[src/rtl/seq_det_pkg.sv]
// Shared types and defaults for the programmable serial-pattern detector.
package seq_det_pkg;

  localparam int DEF_MAX_LEN = 8;
  localparam int DEF_CNT_W   = 8;
  localparam int DEF_LEN_W   = $clog2(DEF_MAX_LEN + 1);

  typedef enum logic [1:0] {
    IDLE  = 2'd0,
    ARMED = 2'd1,
    RUN   = 2'd2,
    DONE  = 2'd3
  } state_e;

  typedef struct packed {
    logic [DEF_MAX_LEN-1:0] pattern;
    logic [DEF_LEN_W-1:0]   len;
    logic                   overlap;
    logic [DEF_CNT_W-1:0]   target;
  } cfg_t;

endpackage

[src/rtl/seq_match_core.sv]
// History shift register, fill counter and length-masked pattern compare.
module seq_match_core
  import seq_det_pkg::*;
#(
  parameter int MAX_LEN = DEF_MAX_LEN,
  parameter int LEN_W   = $clog2(MAX_LEN + 1)
) (
  input  logic               clk,
  input  logic               rst,
  input  logic               shift_en,
  input  logic               clear,
  input  logic               data_in,
  input  logic [LEN_W-1:0]   len,
  input  logic [MAX_LEN-1:0] pattern,
  input  logic               overlap,
  output logic               match
);

  logic [MAX_LEN-1:0] history;
  logic [MAX_LEN-1:0] cand;
  logic [MAX_LEN-1:0] mask;
  logic [LEN_W-1:0]   fill;
  logic [LEN_W:0]     fill_inc;
  logic               full;

  // The compare includes the bit being shifted in this cycle.
  always_comb begin
    cand = {history[MAX_LEN-2:0], data_in};
    mask = '0;
    for (int i = 0; i < MAX_LEN; i++) begin
      if (i < int'(len)) mask[i] = 1'b1;
    end
    fill_inc = {1'b0, fill} + (LEN_W+1)'(1);
    full     = (fill_inc >= {1'b0, len});
    match    = shift_en && full && ((cand & mask) == (pattern & mask));
  end

  always_ff @(posedge clk or posedge rst) begin
    if (rst) begin
      history <= '0;
      fill    <= '0;
    end else if (clear) begin
      history <= '0;
      fill    <= '0;
    end else if (shift_en) begin
      history <= cand;
      if (match && !overlap) fill <= '0;
      else if (full)         fill <= len;
      else                   fill <= fill_inc[LEN_W-1:0];
    end
  end

endmodule

[src/rtl/seq_detect_ctrl.sv]
// Configurable serial-pattern detection controller (handshake, FSM, hit counter).
// Optional macro SEQ_DET_TIMEOUT_EN adds a no-hit bit timeout (TIMEOUT_BITS).
module seq_detect_ctrl
  import seq_det_pkg::*;
#(
  parameter int MAX_LEN = DEF_MAX_LEN,
  parameter int CNT_W   = DEF_CNT_W,
`ifdef SEQ_DET_TIMEOUT_EN
  parameter int TIMEOUT_BITS = 64,
`endif
  parameter int LEN_W   = $clog2(MAX_LEN + 1)
) (
  input  logic               clk,
  input  logic               rst,
  input  logic               cfg_valid,
  output logic               cfg_ready,
  input  logic [MAX_LEN-1:0] cfg_pattern,
  input  logic [LEN_W-1:0]   cfg_len,
  input  logic               cfg_overlap,
  input  logic [CNT_W-1:0]   cfg_target,
  input  logic               start,
  input  logic               abort,
  input  logic               data_valid,
  input  logic               data_in,
  output logic               hit,
  output logic [CNT_W-1:0]   hit_count,
  output logic               busy,
  output logic               done,
  output logic               timeout
);

  localparam logic [1:0] ST_IDLE  = IDLE;
  localparam logic [1:0] ST_ARMED = ARMED;
  localparam logic [1:0] ST_RUN   = RUN;
  localparam logic [1:0] ST_DONE  = DONE;

  logic [1:0]         state;
  logic [MAX_LEN-1:0] pattern_q;
  logic [LEN_W-1:0]   len_q;
  logic               overlap_q;
  logic [CNT_W-1:0]   target_q;
  logic               cfg_load;
  logic               start_run;
  logic               shift_en;
  logic               match;
  logic               to_hit;
  logic [CNT_W-1:0]   count_next;

  function automatic logic [CNT_W-1:0] sat_inc(input logic [CNT_W-1:0] v);
    return (&v) ? v : v + CNT_W'(1);
  endfunction

  function automatic logic [LEN_W-1:0] clamp_len(input logic [LEN_W-1:0] l);
    if (l == '0 || int'(l) > MAX_LEN) return LEN_W'(MAX_LEN);
    return l;
  endfunction

  // Abort wins over a cfg offered in DONE, so ready drops with it.
  assign cfg_ready  = (state == ST_IDLE) || (state == ST_DONE && !abort);
  assign cfg_load   = cfg_valid && cfg_ready;
  assign start_run  = start && !abort &&
                      (state == ST_ARMED || (state == ST_DONE && !cfg_load));
  assign shift_en   = (state == ST_RUN) && data_valid && !abort;
  assign count_next = sat_inc(hit_count);
  assign busy       = (state == ST_RUN);
  assign done       = (state == ST_DONE);

  seq_match_core #(
    .MAX_LEN (MAX_LEN),
    .LEN_W   (LEN_W)
  ) u_core (
    .clk      (clk),
    .rst      (rst),
    .shift_en (shift_en),
    .clear    (start_run),
    .data_in  (data_in),
    .len      (len_q),
    .pattern  (pattern_q),
    .overlap  (overlap_q),
    .match    (match)
  );

`ifdef SEQ_DET_TIMEOUT_EN
  localparam int TO_W = $clog2(TIMEOUT_BITS + 1);
  logic [TO_W-1:0] to_cnt;
  logic            timeout_q;

  assign to_hit  = shift_en && !match && (to_cnt == TO_W'(TIMEOUT_BITS - 1));
  assign timeout = timeout_q;

  always_ff @(posedge clk or posedge rst) begin
    if (rst) begin
      to_cnt    <= '0;
      timeout_q <= 1'b0;
    end else begin
      timeout_q <= to_hit;
      if (start_run)     to_cnt <= '0;
      else if (shift_en) to_cnt <= match ? '0 : to_cnt + TO_W'(1);
    end
  end
`else
  assign to_hit  = 1'b0;
  assign timeout = 1'b0;
`endif

  always_ff @(posedge clk or posedge rst) begin
    if (rst) begin
      state     <= ST_IDLE;
      hit       <= 1'b0;
      hit_count <= '0;
      pattern_q <= '0;
      len_q     <= '0;
      overlap_q <= 1'b0;
      target_q  <= '0;
    end else begin
      hit <= 1'b0;
      if (cfg_load) begin
        pattern_q <= cfg_pattern;
        len_q     <= clamp_len(cfg_len);
        overlap_q <= cfg_overlap;
        target_q  <= cfg_target;
      end
      case (state)
        ST_IDLE: begin
          if (cfg_load) state <= ST_ARMED;
        end
        ST_ARMED: begin
          if (abort) begin
            state <= ST_DONE;
          end else if (start_run) begin
            state     <= ST_RUN;
            hit_count <= '0;
          end
        end
        ST_RUN: begin
          if (abort) begin
            state <= ST_DONE;
          end else if (match) begin
            hit       <= 1'b1;
            hit_count <= count_next;
            if (target_q != '0 && count_next == target_q) state <= ST_DONE;
          end else if (to_hit) begin
            state <= ST_DONE;
          end
        end
        default: begin
          if (cfg_load) begin
            state <= ST_ARMED;
          end else if (start_run) begin
            state     <= ST_RUN;
            hit_count <= '0;
          end
        end
      endcase
    end
  end

endmodule

[config.mk]
export PLATFORM = sky130hd
export DESIGN_NAME = seq_detect_ctrl
export DESIGN_NICKNAME = d
export VERILOG_FILES = /design/src/rtl/seq_det_pkg.sv /design/src/rtl/seq_match_core.sv /design/src/rtl/seq_detect_ctrl.sv
export SDC_FILE = /design/constraint.sdc
export NUM_CORES = 1
export LEC_CHECK = 0
export ABC_AREA = 1
export BUFFER_PORTS_ARGS = -buffer_cell sky130_fd_sc_hd__buf_2
export CELL_PAD_IN_SITES_DETAIL_PLACEMENT = 1
export CELL_PAD_IN_SITES_GLOBAL_PLACEMENT = 1
export CORE_MARGIN = 10
export CORE_UTILIZATION = 44
export CTS_CLUSTER_SIZE = 40
export DETAILED_ROUTE_END_ITERATION = 8
export GPL_TIMING_DRIVEN = 0
export PLACE_DENSITY = 0.91
export SYNTH_ARGS = -nofsm -noshare
export SYNTH_HDL_FRONTEND = slang
export SYNTH_SLANG_ARGS = --single-unit
export TNS_END_PERCENT = 1
[constraint.sdc]
create_clock -name clk -period 5.5 [get_ports clk]
set_input_delay 1.1 -clock clk [delete_from_list [all_inputs] [get_ports clk]]
set_output_delay 1.1 -clock clk [all_outputs]
set_load 0.05 [all_outputs]
* Word level (Yosys, flattened, before mapping)
Cells that the tools add are included.
** Word-level totals
- Bits in registers :: 43
- Bits of input ports :: 28
- Output and inout port bits :: 13
- Word-level logic and storage cells :: 96
** Cells by class
- $add $sub $neg :: 2
- $lt $le $gt $ge :: 10
- Equal/unequal tests :: 12
- Muxes and demuxes :: 36
- Bitwise operators :: 3
- Reduce and logical (&&, ||, !) cells :: 24
** Operators by type and width (number)
- 8-bit two-way mux :: 6
- 4-bit two-way mux :: 6
- 8-bit one-hot mux with 3 select lines :: 1
- 8-bit AND :: 2
- 8-bit equality test :: 2
- 3-bit by 4-bit < comparator with 1-bit output (first input constant) :: 4
- 2-bit two-way mux :: 7
- 7-bit two-way mux :: 2
- 1-bit two-way mux :: 13
- 1-bit logical AND :: 11
- 3-bit by 2-bit != test with 1-bit output (second input constant) :: 3
- 8-bit by 1-bit adder with 8-bit output (second input constant) :: 1
- 1-bit by 4-bit < comparator with 1-bit output (first input constant) :: 2
- 2-bit by 4-bit < comparator with 1-bit output (first input constant) :: 2
- 8-bit AND reduction :: 1
- 8-bit nonzero test :: 1
- 2-bit != test (second input constant) :: 3
- 2-bit one-hot mux with 3 select lines :: 1
- 4-bit by 1-bit adder with 5-bit output (second input constant) :: 1
- 5-bit by 4-bit >= comparator with 1-bit output :: 1
- 5-bit AND reduction :: 1
- 2-bit equality test (second input constant) :: 2
- 4-bit greater-than comparator (second input constant) :: 1
- 4-bit zero test :: 1
- other kinds (8) :: 12

* Longest topological paths before layout
Gate-level depths: netlist of the first run.
- Depth after elaboration :: 11
- Gate-level depth with buffers :: 13
- Gate-level depth less buffers :: 12

* Cells and area by module
Synthesis of the first run repeated with hierarchy kept, for this count alone.
** Unflattened totals
- Cells, all modules :: 377
- Area total of the unflattened synthesis :: 2677.6 sq um
** Modules (own cells, without submodules)
- seq_detect_ctrl :: instances 1, cells an instance 246, area each 1779.2 sq um, seq. area each 800.8 sq um
- seq_match_core :: instances 1, cells an instance 131, area each 898.4 sq um, seq. area each 275.3 sq um

* Worst setup path before layout of the first run
Ideal clock, no wire load.
- Path kind :: input-to-output
- From :: in abort
- To :: out cfg_ready
- Arrival :: 1.570 ns
- Data required time :: 4.400 ns
- Slack :: 2.830 ns
- Stages on the path :: 1
- Path buffers :: 0
- Cells stage by stage :: o21ai_2
** Between the ends
- Cells in the longest elaborated chain, start to end :: 3
** RTL lines
- from (decl) :: RTL line seq_detect_ctrl.sv:22 : input logic abort,
- 1-bit zero test :: RTL line seq_detect_ctrl.sv:59 : assign cfg_ready = (state == ST_IDLE) || (state == ST_DONE && !abort);
- 1-bit logical AND :: RTL line seq_detect_ctrl.sv:59
- 1-bit logical OR :: RTL line seq_detect_ctrl.sv:59
- to (decl) :: RTL line seq_detect_ctrl.sv:16 : output logic cfg_ready,
Every way passes these cells.

* Final worst setup path of the first run
Same ends and word-level chain as after synthesis.

==> results of run 1 <==
==> Yosys cell counts, types with 4 or more instances <==
master	count
nand4_1	7
a21oi_1	4
xor2_1	7
xnor2_1	4
a22oi_1	5
o21ai_2	9
inv_1	47
o21ai_0	27
nand2_1	121
nand3_1	29
dfrtp_1	43
ha_1	6
nor2_1	22
==> worst min path at each step <==
stage,from,to,slack (ns),depth (start not counted)
floorplan,pattern_q[7],pattern_q[7],0.46,2
global placement,pattern_q[0],pattern_q[0],0.48,2
detailed placement,pattern_q[3],pattern_q[3],0.49,2
CTS,pattern_q[3],pattern_q[3],0.51,2
global route,pattern_q[5],pattern_q[5],0.54,2
finish,pattern_q[3],pattern_q[3],0.50,2
==> logic make-up (layout without fill, tap and decap cells) <==
group,after synthesis,after routing,share of synthesized area (%)
xor+xnor,11,11,3.73
compound gates,49,49,11.7
flops,43,43,41.7
other cells,1,1,0.145
fa+ha+maj,6,6,2.91
simple gates,187,187,30.4
buf+inv,59,107,9.40
==> registers in the layout, summed over array words and instances (netlist names) <==
register        cells
len_q               4
target_q            8
u_core.fill         4
state               2
hit_count           8
u_core.history      7
hit                 1
overlap_q           1
pattern_q           8
==> power groups by stage <==
stage,clock (mW),sequential (mW),combinational [mW]
3_5_place_dp,0,0.510,0.686
6_report,0.211,0.505,0.691
3_3_place_gp,0,0.504,0.648
5_1_grt,0.235,0.522,0.790
4_1_cts,0.217,0.505,0.699
2_1_floorplan,0,0.504,0.498
==> layout make-up <==
| class | count | area, um^2 |
|---|---|---|
| buffer | 8 | 51.3 |
| clock buffer | 5 | 68.8 |
| clock inverter | 3 | 23.8 |
| fill | 756 | 2630 |
| inverter | 51 | 191 |
| multi-input combinational | 254 | 1260 |
| sequential | 43 | 1080 |
| tap | 72 | 90.1 |
| timing repair buffer | 40 | 215 |
==> per-stage QoR <==
stage          total power [mW]  cell area, um^2  instances  hold WS (ns)
2_1_floorplan              1.00             2580        356         0.459
3_3_place_gp               1.15             2870        467         0.480
3_5_place_dp               1.20             2890        468         0.491
4_1_cts                    1.42             2980        476         0.514
5_1_grt                    1.55             2980        476         0.540
6_report                   1.41             2980        476         0.504
==> worst register-to-register path, stage by stage (launching register included) <==
cell and delay, ns:
dfrtp_1 0.45, ha_1 0.26, xor2_1 0.16, ha_1 0.32, nand2_1 0.09, inv_1 0.04
nand4_1 0.07, nand4_1 0.24, nand3_1 0.29, nand2_1 0.09, nand2_2 0.17, buf_6 0.20
nand2_1 0.08, o21ai_2 0.06
==> layer usage <==
metal	wire (um)	part of all wire, %	GRT usage, %	up-vias
met2	3500	49	28.0	47
met4	76	1.1	3.75	0
met5	0	0	0	-
met1	3220	45	20.7	1171
met3	293	4.1	3.70	8
li1	-	-	-	1220
==> results.ini, run 1 <==
[sta]
layout_setup_ws_ns = 2.73
finalMaxSlewViolations = 0
fmax_ghz = 0.360
hold_viol = 0
min_period_ns = 2.77
setup_viol = 0
fin_skew_ns = 0.00900
rsz0062_at_grt = false
tns_ns = 0
period_share_pct = 50.4

[power_and_ir_drop]
switching_power_mw = 0.675
p_leak_nw = 1.60
p_int_mw = 0.731
power_density_nw_per_um2 = 472
pwr-share-comb_pct = 49.1
ir_worst_vdd_v = 0.000206
swShare_pct = 48.0
seqPwrFrac_pct = 35.9
p_clk_share_pct = 15.0

[setup_path]
ff2ff_path_depth = 13
slowest_stage = buf_2
crit_chain = buf_2, o21ai_2, buf_2
cp_common_cell = buf_2
cp-end-kind = output port
path_class = primary input to output port
cp-startpoint = abort
start_kind = primary input
crit_fanout = 5
rr_startpoint = u_core.fill[0]
r2r-end = hit_count[1]
arrival_ns = 1.67
crit_buf_inv = 2
slowest_delay_ns = 0.28
crit_family = buffers and inverters
path_depth = 3
crit_required_ns = 4.40
reg2reg_slack_ns = 2.93
endpoint = cfg_ready

[final_layout]
layout.nets = 437
syn_to_final_growth_pct = 15.4
layout-drive-gt1-share_pct = 18.3
diodes = 0
mostFrequentLayoutCells = nand2_1, inv_1, dfrtp_1
mostFrequentLayoutCell = nand2_1
final_util_pct = 53.1

[cts]
clockRootBuffer = clkbuf_8
cts.path.max_buffers = 2
postCtsSetupBuffers = 0
numClockSinks = 43
cts_resized = 0
cts.htree.levels = 2
cts_made_buffers = 5
path_clk_slew_ns = 0.09
cts-hold-fix-buffers = 0
clock_latency_ns = 0.31
cts_tree = yes

[floorplan]
core.rowCount = 27
fp.dieW_um = 96.6
die-area_um2 = 9330
io_pins = 41
core_area_um2 = 5610
start_util_pct = 46.0
die_h_um = 96.6

[logic_synthesis]
ys.flop_type = dfrtp_1
ys_async_sr_fraction_pct = 100
synth_seq_area_share_pct = 41.7
syn_inst = 356
yosys.area.top_type = dfrtp_1
syn_area_um2 = 2580
yosysUniqueCellTypes = 29
synth_top_cell_area_share_pct = 41.7
synth_warnings = 0
synth_edf_count = 0
ys_ff_latch = 43
synth_nets = 390
synthTopCellsByArea = dfrtp_1, nand2_1, inv_1, nand3_1, o21ai_0
avgSynthCellArea_um2 = 7.25

[route]
wl_per_cell_um = 14.9
vias_per_cell = 5.14
via_count = 2446
drtPass1Iterations = 4
drt-initial-drc-count = 63
drcViolationCount = 0
totalWireLength_um = 7080
antenna_left = 0

[placement]
port_buffers = 39
dp_hpwl_um = 5690
routabilityCongestion = 0.848
preCtsSetupSlack_ns = 2.72

[global_route]
grt_pass1_vias = 2614
grt_max_degree = 35
overflow = 0
grt_usage_pct = 16.4
antenna_found_initial = 0
grt_pass1_wl_um = 12200

[worst_hold_path]
hold_path.class = flop to flop

[outcome]
status = finished, final reports clean

[flow_run]
drv_cap = 0

Note: power is estimated with default switching activity, not from simulation.
==> inputs of run 2 (changes only) <==
--- a/config.mk
+++ b/config.mk
@@ -10,11 +10,11 @@
 export CELL_PAD_IN_SITES_DETAIL_PLACEMENT = 1
 export CELL_PAD_IN_SITES_GLOBAL_PLACEMENT = 1
 export CORE_MARGIN = 10
-export CORE_UTILIZATION = 44
+export CORE_UTILIZATION = 37
 export CTS_CLUSTER_SIZE = 40
 export DETAILED_ROUTE_END_ITERATION = 8
 export GPL_TIMING_DRIVEN = 0
-export PLACE_DENSITY = 0.91
+export PLACE_DENSITY = 0.82
 export SYNTH_ARGS = -nofsm -noshare
 export SYNTH_HDL_FRONTEND = slang
 export SYNTH_SLANG_ARGS = --single-unit
==> constraint.sdc (replaced) <==
create_clock -name clk -period 2.3 [get_ports clk]
set_input_delay 0.46 -clock clk [delete_from_list [all_inputs] [get_ports clk]]
set_output_delay 0.46 -clock clk [all_outputs]
set_load 0.05 [all_outputs]
==> run 2 against run 1 <==
Compared with the run above:
- worst setup slack worse by 2.5 ns
- flip-flop and latch count stayed put
- highest routed layer unchanged
- routed wire length is 5.3% higher
==> results.ini, run 2 (synthesis results as in run 1) <==
[setup_path]
cp-end-kind = flop
crit_family = simple AND/OR/NAND/NOR gates
start_kind = flop
r2r-end = hit_count[1]
arrival_ns = 2.31  ; +0.64 ns
path_class = flop to flop
slowest_delay_ns = 0.38  ; +0.10 ns
slowest_stage = dfrtp_1
cp_common_cell = nand4_1
crit_fanout = 10  ; +5
cp-startpoint = u_core.fill[0]
ff2ff_path_depth = 12  ; -1
crit_buf_inv = 2  ; unchanged
crit_chain = buf_4, nand3_1, xor2_2, ha_1, nand4_1, nand4_1, nand3_2, nand2_2, nand2_4, buf_8, nand2_1, o21ai_2
reg2reg_slack_ns = 0.18  ; -2.75 ns
rr_startpoint = u_core.fill[0]
crit_required_ns = 2.49  ; -1.91 ns

[power_and_ir_drop]
pwr-share-comb_pct = 48.5  ; -0.6 points
seqPwrFrac_pct = 32.4  ; -3.5 points
p_clk_share_pct = 19.1  ; +4.1 points
ir_worst_vdd_v = 0.000438  ; +110%
power_density_nw_per_um2 = 1190  ; +150%
power_mw = 3.72  ; +160%
p_int_mw = 2.05  ; +180%
switching_power_mw = 1.67  ; +150%
p_leak_nw = 1.64  ; +2.5%
swShare_pct = 44.9  ; -3.1 points

[final_layout]
layout.nets = 440  ; +0.69%
syn_to_final_growth_pct = 21.1
mostFrequentLayoutCell = nand2_1
layout-drive-gt1-share_pct = 20.6  ; +2.3 points
mostFrequentLayoutCells = nand2_1, inv_1, buf_2, dfrtp_1, nand3_1
instances_no_fill = 503  ; +5.7%
top_regs = hit_count x8, pattern_q x8, target_q x8
design_area_um2 = 3130  ; +5.0%
diodes = 0  ; unchanged

[sta]
finalMaxSlewViolations = 0  ; unchanged
setup_viol = 0  ; unchanged
tns_ns = 0  ; unchanged
fin_skew_ns = 0.00958  ; +0.000573 ns
tightest_slew_ns = 0.515
hold_viol = 0  ; unchanged
min_period_ns = 2.12
rsz0062_at_grt = false
relSlewSlack_pct = 65.7
fmax_ghz = 0.472
period_share_pct = 92.1

[global_route]
overflow = 0  ; unchanged
grt_max_degree = 43  ; +23%
antenna_found_initial = 0  ; unchanged
grt_pass1_vias = 2665  ; +2.0%
grt_usage_pct = 13.8  ; -2.6 points
grt_pass1_wl_um = 12700  ; +3.3%

[outcome]
status = finished, final reports clean

[route]
drcViolationCount = 0  ; unchanged
wl_per_cell_um = 14.8  ; -0.38%
totalWireLength_um = 7460  ; +5.3%
drt-initial-drc-count = 74  ; +17%
via_count = 2476  ; +1.2%
vias_per_cell = 4.92  ; -4.2%
antenna_left = 0  ; unchanged
drtPass1Iterations = 4  ; unchanged

[placement]
placed_area_um2 = 2920  ; +1.0%
place_inst = 492  ; +5.1%
port_buffers = 39  ; unchanged
routabilityCongestion = 0.828  ; -2.3%
dp_hpwl_um = 5710  ; +0.29%

[floorplan]
die-area_um2 = 10700  ; +15%
core_area_um2 = 6790  ; +21%
io_pins = 41  ; unchanged
core.rowCount = 30  ; +11%
die_h_um = 104  ; +7.2%
start_util_pct = 38.0  ; -8.0 points
fp.dieW_um = 104  ; +7.2%

[worst_hold_path]
hold_end = pattern_q[1]
hold_path.class = primary input to flop
min_path_cells = 3  ; +1
min_from = cfg_pattern[1]

[cts]
cts.path.max_buffers = 2  ; unchanged
cts_made_buffers = 5  ; unchanged
numClockSinks = 43  ; unchanged
cts_tree = yes
path_clk_slew_ns = 0.09  ; about the same
cts.htree.levels = 2  ; unchanged
clockRootBuffer = clkbuf_8
clock_latency_ns = 0.30  ; about the same

[flow_run]
drv_cap = 0  ; unchanged

[run 2: cell count changes in the layout (fill, tap and decap cells not counted), moves of 2 or more]
cell / delta
dfrtp_2: +2
xor2_1: -2
xor2_2: +2
ha_1: -2
buf_4: +2
bufinv_16: +2
dfrtp_1: -2
[run 2: layout make-up]
class,instances,area (um^2)
fillers,901,3670
multi-input cells,254,1310
flip-flops and latches,43,1080
repair buffers,43,240
inverters,51,191
well taps,96,120
clock buffers,5,68.8
clock inverters,3,67.6
plain buffers,8,55.1
[run 2: per-stage QoR]
step / hold slack, ns / setup WS [ns] / util [%]
detailed placement: 0.323 / -0.200 / 42.9
global placement: 0.477 / -0.118 / 42.6
global route: 0.366 / 0.00170 / 46.0
finish: 0.363 / 0.181 / 46.0
floorplan: 0.459 / 0.184 / -
CTS: 0.357 / 0.0495 / 45.4
[run 2: how the worst max path moves through the flow]
stage / to / slack (ns) / depth (start not counted)
5_1_grt: state[0] / 0.002 / 12
2_1_floorplan: hit_count[1] / 0.18 / 13
3_5_place_dp: hit_count[1] / -0.20 / 13
4_1_cts: hit_count[1] / 0.05 / 13
6_report: hit_count[1] / 0.18 / 12
3_3_place_gp: hit_count[1] / -0.12 / 13
[run 2: what timing repair did]
item	in CTS	in global routing
setup buffers	2	0
resized for setup	1	10
endpoints found under the hold margin	1	0
hold buffers	1	0
pin swaps	1	1
setup endpoints to repair	12	13
gates cloned	0	0
[run 2: power by group through the flow]
stage / clock network (mW) / registers, mW / logic [mW]
4_1_cts: 0.728 / 1.20 / 1.77
3_3_place_gp: 0 / 1.21 / 1.57
2_1_floorplan: 0 / 1.21 / 1.19
3_5_place_dp: 0 / 1.22 / 1.66
5_1_grt: 0.759 / 1.24 / 2.06
6_report: 0.710 / 1.21 / 1.81
[run 2: routing by layer]
metal | vias up | wire (um) | global-route usage, %
met3 | 9 | 236 | 3.22
met2 | 41 | 3970 | 25.7
met4 | 0 | 109 | 3.83
met1 | 1208 | 3140 | 15.1
met5 | - | 0 | 0
li1 | 1218 | - | -
[run 2: worst min-delay path, cell delays in order]
cell	delay (ns)
buf_2	0.08
nand2_1	0.04
nand2_1	0.05
